<file path="config.mk">
export PLATFORM = sky130hd
export DESIGN_NAME = alu_iterative
export DESIGN_NICKNAME = d
export VERILOG_FILES = /design/src/rtl/alu_pkg.sv /design/src/rtl/mul_shift_add.sv /design/src/rtl/alu_iterative.sv
export SDC_FILE = /design/constraint.sdc
export NUM_CORES = 1
export LEC_CHECK = 0
export BUFFER_PORTS_ARGS = -buffer_cell sky130_fd_sc_hd__buf_2
export CAP_MARGIN = 5
export CORE_AREA = 5 5 196 198
export DETAILED_ROUTE_END_ITERATION = 8
export DIE_AREA = 0 0 201 203
export GPL_TIMING_DRIVEN = 0
export PLACE_DENSITY = 0.54
export SLEW_MARGIN = 40
export SYNTH_ARGS = -nofsm -noshare
export SYNTH_HDL_FRONTEND = slang
export SYNTH_HIERARCHICAL = 1
export SYNTH_SLANG_ARGS = --single-unit
</file>
<file path="constraint.sdc">
create_clock -name clk_i -period 8.9 [get_ports clk_i]
set_input_delay 1.335 -clock clk_i [delete_from_list [all_inputs] [get_ports clk_i]]
set_output_delay 1.335 -clock clk_i [all_outputs]
set_load 0.01 [all_outputs]
</file>
<file path="src/rtl/alu_pkg.sv">
// alu_pkg: shared definitions for the execute-stage ALU.
//   ALU_* : 4-bit ALU control codes, also used by the ALU control decoder.
//   ST_*  : FSM state encoding for alu_iterative.
package alu_pkg;

  localparam logic [3:0] ALU_AND = 4'b0000;
  localparam logic [3:0] ALU_OR  = 4'b0001;
  localparam logic [3:0] ALU_ADD = 4'b0010;
  localparam logic [3:0] ALU_SUB = 4'b0110;
  localparam logic [3:0] ALU_MUL = 4'b0011;

  localparam logic [1:0] ST_IDLE = 2'd0;
  localparam logic [1:0] ST_MUL  = 2'd1;
  localparam logic [1:0] ST_DONE = 2'd2;

endpackage

</file>
<file path="src/rtl/mul_shift_add.sv">
// mul_shift_add: iterative shift-add multiplier, one partial product per cycle.
// Ports:
//   clk_i, rst_i : clock, synchronous active-high reset
//   i_load       : latch operands, clear acc and count
//   i_run        : perform one iteration this edge
//   i_mcand      : multiplicand
//   i_mplier     : multiplier
//   o_done       : this edge performs the final (WIDTH-th) iteration
//   o_product    : acc value after the current iteration (low WIDTH bits)
module mul_shift_add #(
  parameter int WIDTH = 32
) (
  input  logic             clk_i,
  input  logic             rst_i,
  input  logic             i_load,
  input  logic             i_run,
  input  logic [WIDTH-1:0] i_mcand,
  input  logic [WIDTH-1:0] i_mplier,
  output logic             o_done,
  output logic [WIDTH-1:0] o_product
);

  localparam int CW = $clog2(WIDTH + 1);
  localparam logic [CW-1:0] LAST = CW'(WIDTH - 1);

  logic [WIDTH-1:0] r_mcand;
  logic [WIDTH-1:0] r_mplier;
  logic [WIDTH-1:0] r_acc;
  logic [CW-1:0]    r_count;
  logic [WIDTH-1:0] w_acc_next;

  assign w_acc_next = r_mplier[0] ? (r_acc + r_mcand) : r_acc;

  // Final iteration is the one that moves count from WIDTH-1 to WIDTH, so the
  // product is taken from the adder output rather than from r_acc.
  assign o_done    = i_run && (r_count == LAST);
  assign o_product = w_acc_next;

  always_ff @(posedge clk_i) begin
    if (rst_i) begin
      r_mcand  <= '0;
      r_mplier <= '0;
      r_acc    <= '0;
      r_count  <= '0;
    end else if (i_load) begin
      r_mcand  <= i_mcand;
      r_mplier <= i_mplier;
      r_acc    <= '0;
      r_count  <= '0;
    end else if (i_run) begin
      r_acc    <= w_acc_next;
      r_mcand  <= {r_mcand[WIDTH-2:0], 1'b0};
      r_mplier <= {1'b0, r_mplier[WIDTH-1:1]};
      r_count  <= r_count + 1'b1;
    end
  end

endmodule

</file>
<file path="src/rtl/alu_iterative.sv">
// alu_iterative: execute-stage ALU. AND/OR/ADD/SUB in one cycle, MUL as a
// WIDTH-cycle shift-add with ready_o low while it runs.
// Ports:
//   clk_i, rst_i : clock, synchronous active-high reset
//   valid_i      : request valid
//   aluCtrl_i    : ALU control code (see alu_pkg)
//   data1_i      : operand A / multiplicand
//   data2_i      : operand B / multiplier
//   ready_o      : request can be accepted (low = stall)
//   valid_o      : one-cycle pulse, new result in data_o/zero_o
//   data_o       : registered result
//   zero_o       : registered, result == 0
//
// state   | meaning
// IDLE    | waiting for a request
// MUL     | shift-add iterations running, ready_o low
// DONE    | MUL result presented (valid_o high), accepts a new request
module alu_iterative
  import alu_pkg::*;
#(
  parameter int WIDTH = 32
) (
  input  logic             clk_i,
  input  logic             rst_i,
  input  logic             valid_i,
  input  logic [3:0]       aluCtrl_i,
  input  logic [WIDTH-1:0] data1_i,
  input  logic [WIDTH-1:0] data2_i,
  output logic             ready_o,
  output logic             valid_o,
  output logic [WIDTH-1:0] data_o,
  output logic             zero_o
);

  logic [1:0]       r_state;
  logic [WIDTH-1:0] r_data;
  logic             r_zero;
  logic             r_valid;

  logic             w_accept;
  logic             w_is_mul;
  logic             w_mul_load;
  logic             w_mul_run;
  logic             w_mul_done;
  logic [WIDTH-1:0] w_product;
  logic [WIDTH-1:0] w_result;

  assign ready_o    = (r_state != ST_MUL);
  assign w_accept   = valid_i && ready_o;
  assign w_is_mul   = (aluCtrl_i == ALU_MUL);
  assign w_mul_load = w_accept && w_is_mul;
  assign w_mul_run  = (r_state == ST_MUL);

  always_comb begin
    w_result = '0;
    case (aluCtrl_i)
      ALU_AND: w_result = data1_i & data2_i;
      ALU_OR:  w_result = data1_i | data2_i;
      ALU_ADD: w_result = data1_i + data2_i;
      ALU_SUB: w_result = data1_i - data2_i;
      default: w_result = '0;
    endcase
  end

  mul_shift_add #(
    .WIDTH(WIDTH)
  ) u_mul (
    .clk_i    (clk_i),
    .rst_i    (rst_i),
    .i_load   (w_mul_load),
    .i_run    (w_mul_run),
    .i_mcand  (data1_i),
    .i_mplier (data2_i),
    .o_done   (w_mul_done),
    .o_product(w_product)
  );

  always_ff @(posedge clk_i) begin
    if (rst_i) begin
      r_state <= ST_IDLE;
      r_data  <= '0;
      r_zero  <= 1'b0;
      r_valid <= 1'b0;
    end else begin
      case (r_state)
        ST_MUL: begin
          r_valid <= 1'b0;
          if (w_mul_done) begin
            r_data  <= w_product;
            r_zero  <= (w_product == '0);
            r_valid <= 1'b1;
            r_state <= ST_DONE;
          end
        end
        default: begin
          // IDLE and DONE behave identically on an accept
          r_valid <= 1'b0;
          r_state <= ST_IDLE;
          if (w_accept) begin
            if (w_is_mul) begin
              r_state <= ST_MUL;
            end else begin
              r_data  <= w_result;
              r_zero  <= (w_result == '0);
              r_valid <= 1'b1;
            end
          end
        end
      endcase
    end
  end

  assign valid_o = r_valid;
  assign data_o  = r_data;
  assign zero_o  = r_zero;

endmodule

</file>
==> metrics.md <==
| Metric | Value |
|---|---|
| Residual overflow from global routing | `0` |
| Avg Cell Area, Syn | `7.548 um2` |
| Sequential area share after synthesis | `24.08%` |
| CP required | `9.29 ns` |
| Total of warnings raised by yosys | `6` |
| Area contributors post-synth | `dfxtp_1 24%, nor2_1 8.3%, a21oi_1 8.2%` |
| DR iter-0 viols | `958` |
| Largest net degree at the start of global routing | `17` |
| Die Area | `0.04080 mm2` |
| Number of global-route vias before repair | `between 10000 and 15000` |
| Leak | `roughly 5.5 nW` |
| Hold Fails Final Rpt | `0` |
| Tcrit/Tclk final | `81.10%` |
| Layout cell share with drive strength beyond 1 | `12.36%` |
| Max incr delay on CP | `0.55 ns` |
| CTS resizes | `0` |
| CP bufs+invs | `7` |
| Critical path launch point type | `input pin` |
| TNS Setup | `0 ns` |
| Port buffer count | `105` |
| Clock buffer depth | `2` |
| CP max stage cell | `nor3b_2` |
| CTS Hold Bufs | `0` |
| Primary FF master, synth | `dfxtp_1` |
| Peak supply drop | `0.0001226 V` |
| Most numerous cell in the Yosys netlist | `nor2_1` |
| Crit path capture type | `flop` |
| Setup violators final | `0` |
| Syn nets | `between 1500 and 2000` |
| Die width | `201 um` |
| RSZ-0062 raised after global routing | `false` |
| CTS Sinks | `between 100 and 150` |
| # fillers | `a little under 4000` |
| Fin crit period | `7.218 ns` |
| Crit Path Max Fanout | `10` |
| Pwr/cell area | `137.4 mW/mm2` |
| First-pass GRT wire length | `67.05 mm` |
| Fmax | `138.5 MHz` |
| Antenna violations before repair | `2` |
| Later-pin clock latency in the skew report | `0.45 ns` |
| H-tree level count | `4` |
| Top cell type by total area after synthesis | `dfxtp_1` |
| CTS buffer count | `17` |
| Sequential cell area | `~0.0028 mm2` |
| Post-synth ARST share | `0%` |
| Utilization after layout | `36.47%` |
| Placed Area | `about 0.013 mm2` |
| Status | `completed` |
| Post-CTS Setup Repair Bufs | `0` |
| Multi-input gate area | `between 0.008 and 0.009 mm2` |
| CP arrival | `7.61 ns` |
| CTS tree | `built` |
| Pins Over Slew Limit | `0` |
| NumNets Final | `1785` |
| Tot GR Track Use | `20.87%` |
| Worst clock skew | `roughly 0.012 ns` |
| Core Region | `0.03635 mm2` |
| Synth cell count leaders | `254 x nor2_1, 188 x a21oi_1, 138 x dfxtp_1, 122 x nand2_1, 79 x mux2i_1` |
| # rows | `70` |
| Yosys top cell area share | `24.08%` |
| Worst slew pin tran | `0.8707 ns` |
| Cells after synthesis | `around 1500` |
| FF+latch count, synth | `138` |
| Family with the most delay on the worst path | `simple AND/OR/NAND/NOR gates` |
| Total iterations of the first detailed-routing run | `7` |
| Post-DP HPWL | `35.42 mm` |
| GPL Wtd Cong | `~0.97` |
| Routed vias | `11899` |
| Post-synth EDFFs | `0` |
| Slew headroom | `41.95%` |
| Cell area after layout | `roughly 0.013 mm2` |
| Setup CP Type | `input pin to flop` |
| Max Cap Violations | `0` |
| CP cell instances | `buf_2 -> clkbuf_2 -> nor3b_2 -> buf_4 -> clkbuf_1 -> buf_2 -> nand2_1 -> clkbuf_1 -> o21ai_0 -> inv_1 -> ha_1 -> nor2b_1 -> o2111ai_1 -> a21oi_1 -> or3_1 -> a31oi_1 -> nand3_1 -> nor4_1 -> nand3_1 -> nor3_1 -> a31o_1` |
| Die Y | `203 um` |
| Area growth syn-to-layout | `15.55%` |
| Syn Std Cell Area | `0.01147 mm2` |
| I/O pin count | `106` |
| Final wirelength | `44.06 mm` |
| Initial Utilization | `31.56%` |
| Yosys cell types | `90` |
| Final ANT Viol Nets | `0` |
| Routed WL per cell | `20.70 um` |
| Total power | `1.822 mW` |
| Clock transition at path regs | `roughly 0.070 ns` |
| Worst min path class | `flop to flop` |
| Residual DRC | `0` |
| Via density | `5.592` |
| CTS root buffer | `clkbuf_16` |
==> path summary, 6_finish.rpt <==
path                                         startpoint                      to  slack, ns  depth (start not counted)
worst min register to register   data_o[4]$_SDFFE_PP0P_  data_o[4]$_SDFFE_PP0P_       0.45                          2
worst max-delay path                       aluCtrl_i[0]     zero_o$_SDFFE_PP0P_       1.68                         21
worst min-delay path             data_o[4]$_SDFFE_PP0P_  data_o[4]$_SDFFE_PP0P_       0.45                          2
worst max register to register  r_state[1]$_SDFFE_PP0P_     zero_o$_SDFFE_PP0P_       2.97                         19
==> layout make-up <==
cell class,instances,area share [%]
Multi-Input combinational cell,1257,61.96
Sequential cell,138,20.84
Tap cell,468,4.417
Timing Repair Buffer,107,4.077
Clock buffer,18,3.237
Buffer,97,3.058
Clock inverter,14,1.595
Inverter,28,0.7928
Antenna cell,1,0.01888
==> registers in the layout, indices dropped and copies added, names as in the netlist <==
signal	cells
data_o	32
u_mul/r_acc	32
u_mul/r_mcand	32
u_mul/r_mplier	32
u_mul/r_count	6
r_state	2
valid_o	1
zero_o	1
==> worst reg2reg max path, cell delays in order, from the launching register on <==
cell and delay, ns:
dfxtp_1 0.30, nand2b_1 0.12, clkbuf_1 0.16, inv_1 0.10, clkbuf_1 0.46, buf_2 0.37
clkbuf_1 0.24, clkbuf_2 0.46, clkbuf_1 0.71, nand4_1 0.27, nor3b_1 0.67, nand2_1 0.16
o21ai_0 0.36, o2111ai_1 0.16, nor3_1 0.21, nand3_1 0.12, nor4_1 0.50, nand3_1 0.16
nor3_1 0.18, a31o_1 0.16
==> report_power, final <==
part	total [mW]	internal [mW]	switching, mW	leakage, nW
clock	0.796	0.477	0.320	0.309
combinational	0.388	0.137	0.252	4.09
sequential	0.637	0.629	0.00837	1.11
total	1.82	1.24	0.579	5.52
==> routing by layer <==
layer,track usage (%),routed length (um)
met5,0,13
met4,8.505,1753
met3,3.354,2393
met2,36.05,20950
met1,25.96,18940
==> stage by stage <==
stage	setup slack (ns)	cells	hold WS, ns
6_report	1.682	2128	0.4542
5_1_grt	1.553	2128	0.4813
4_1_cts	1.821	2127	0.4568
3_5_place_dp	1.352	2095	0.4472
3_3_place_gp	0.6300	2093	0.4480
2_1_floorplan	3.310	1520	0.4505
==> kinds of logic after synthesis <==
family / after synthesis / synth area share (%)
multiplexers: 99 / 8.856
buffers and inverters: 125 / 4.428
adder cells (fa/ha/maj): 92 / 9.641
flip-flops: 138 / 24.08
AO/OA/AOI/OAI: 448 / 25.06
XOR/XNOR: 69 / 5.333
AND/OR/NAND/NOR: 549 / 22.60
==> cell usage in the layout, fill, tap and decap left out, types with 20 or more instances in the layout <==
master,count
o21ai_0,38
ha_1,66
xnor2_1,34
o21a_1,22
a21oi_1,188
dfxtp_1,138
clkbuf_1,74
a21o_1,26
nand2_1,122
inv_1,28
xor2_1,34
buf_2,108
nor2_1,253
mux2_2,20
maj3_1,24
nor3_1,28
mux2i_1,79
No activity file was read; power rests on OpenSTA's default activity.
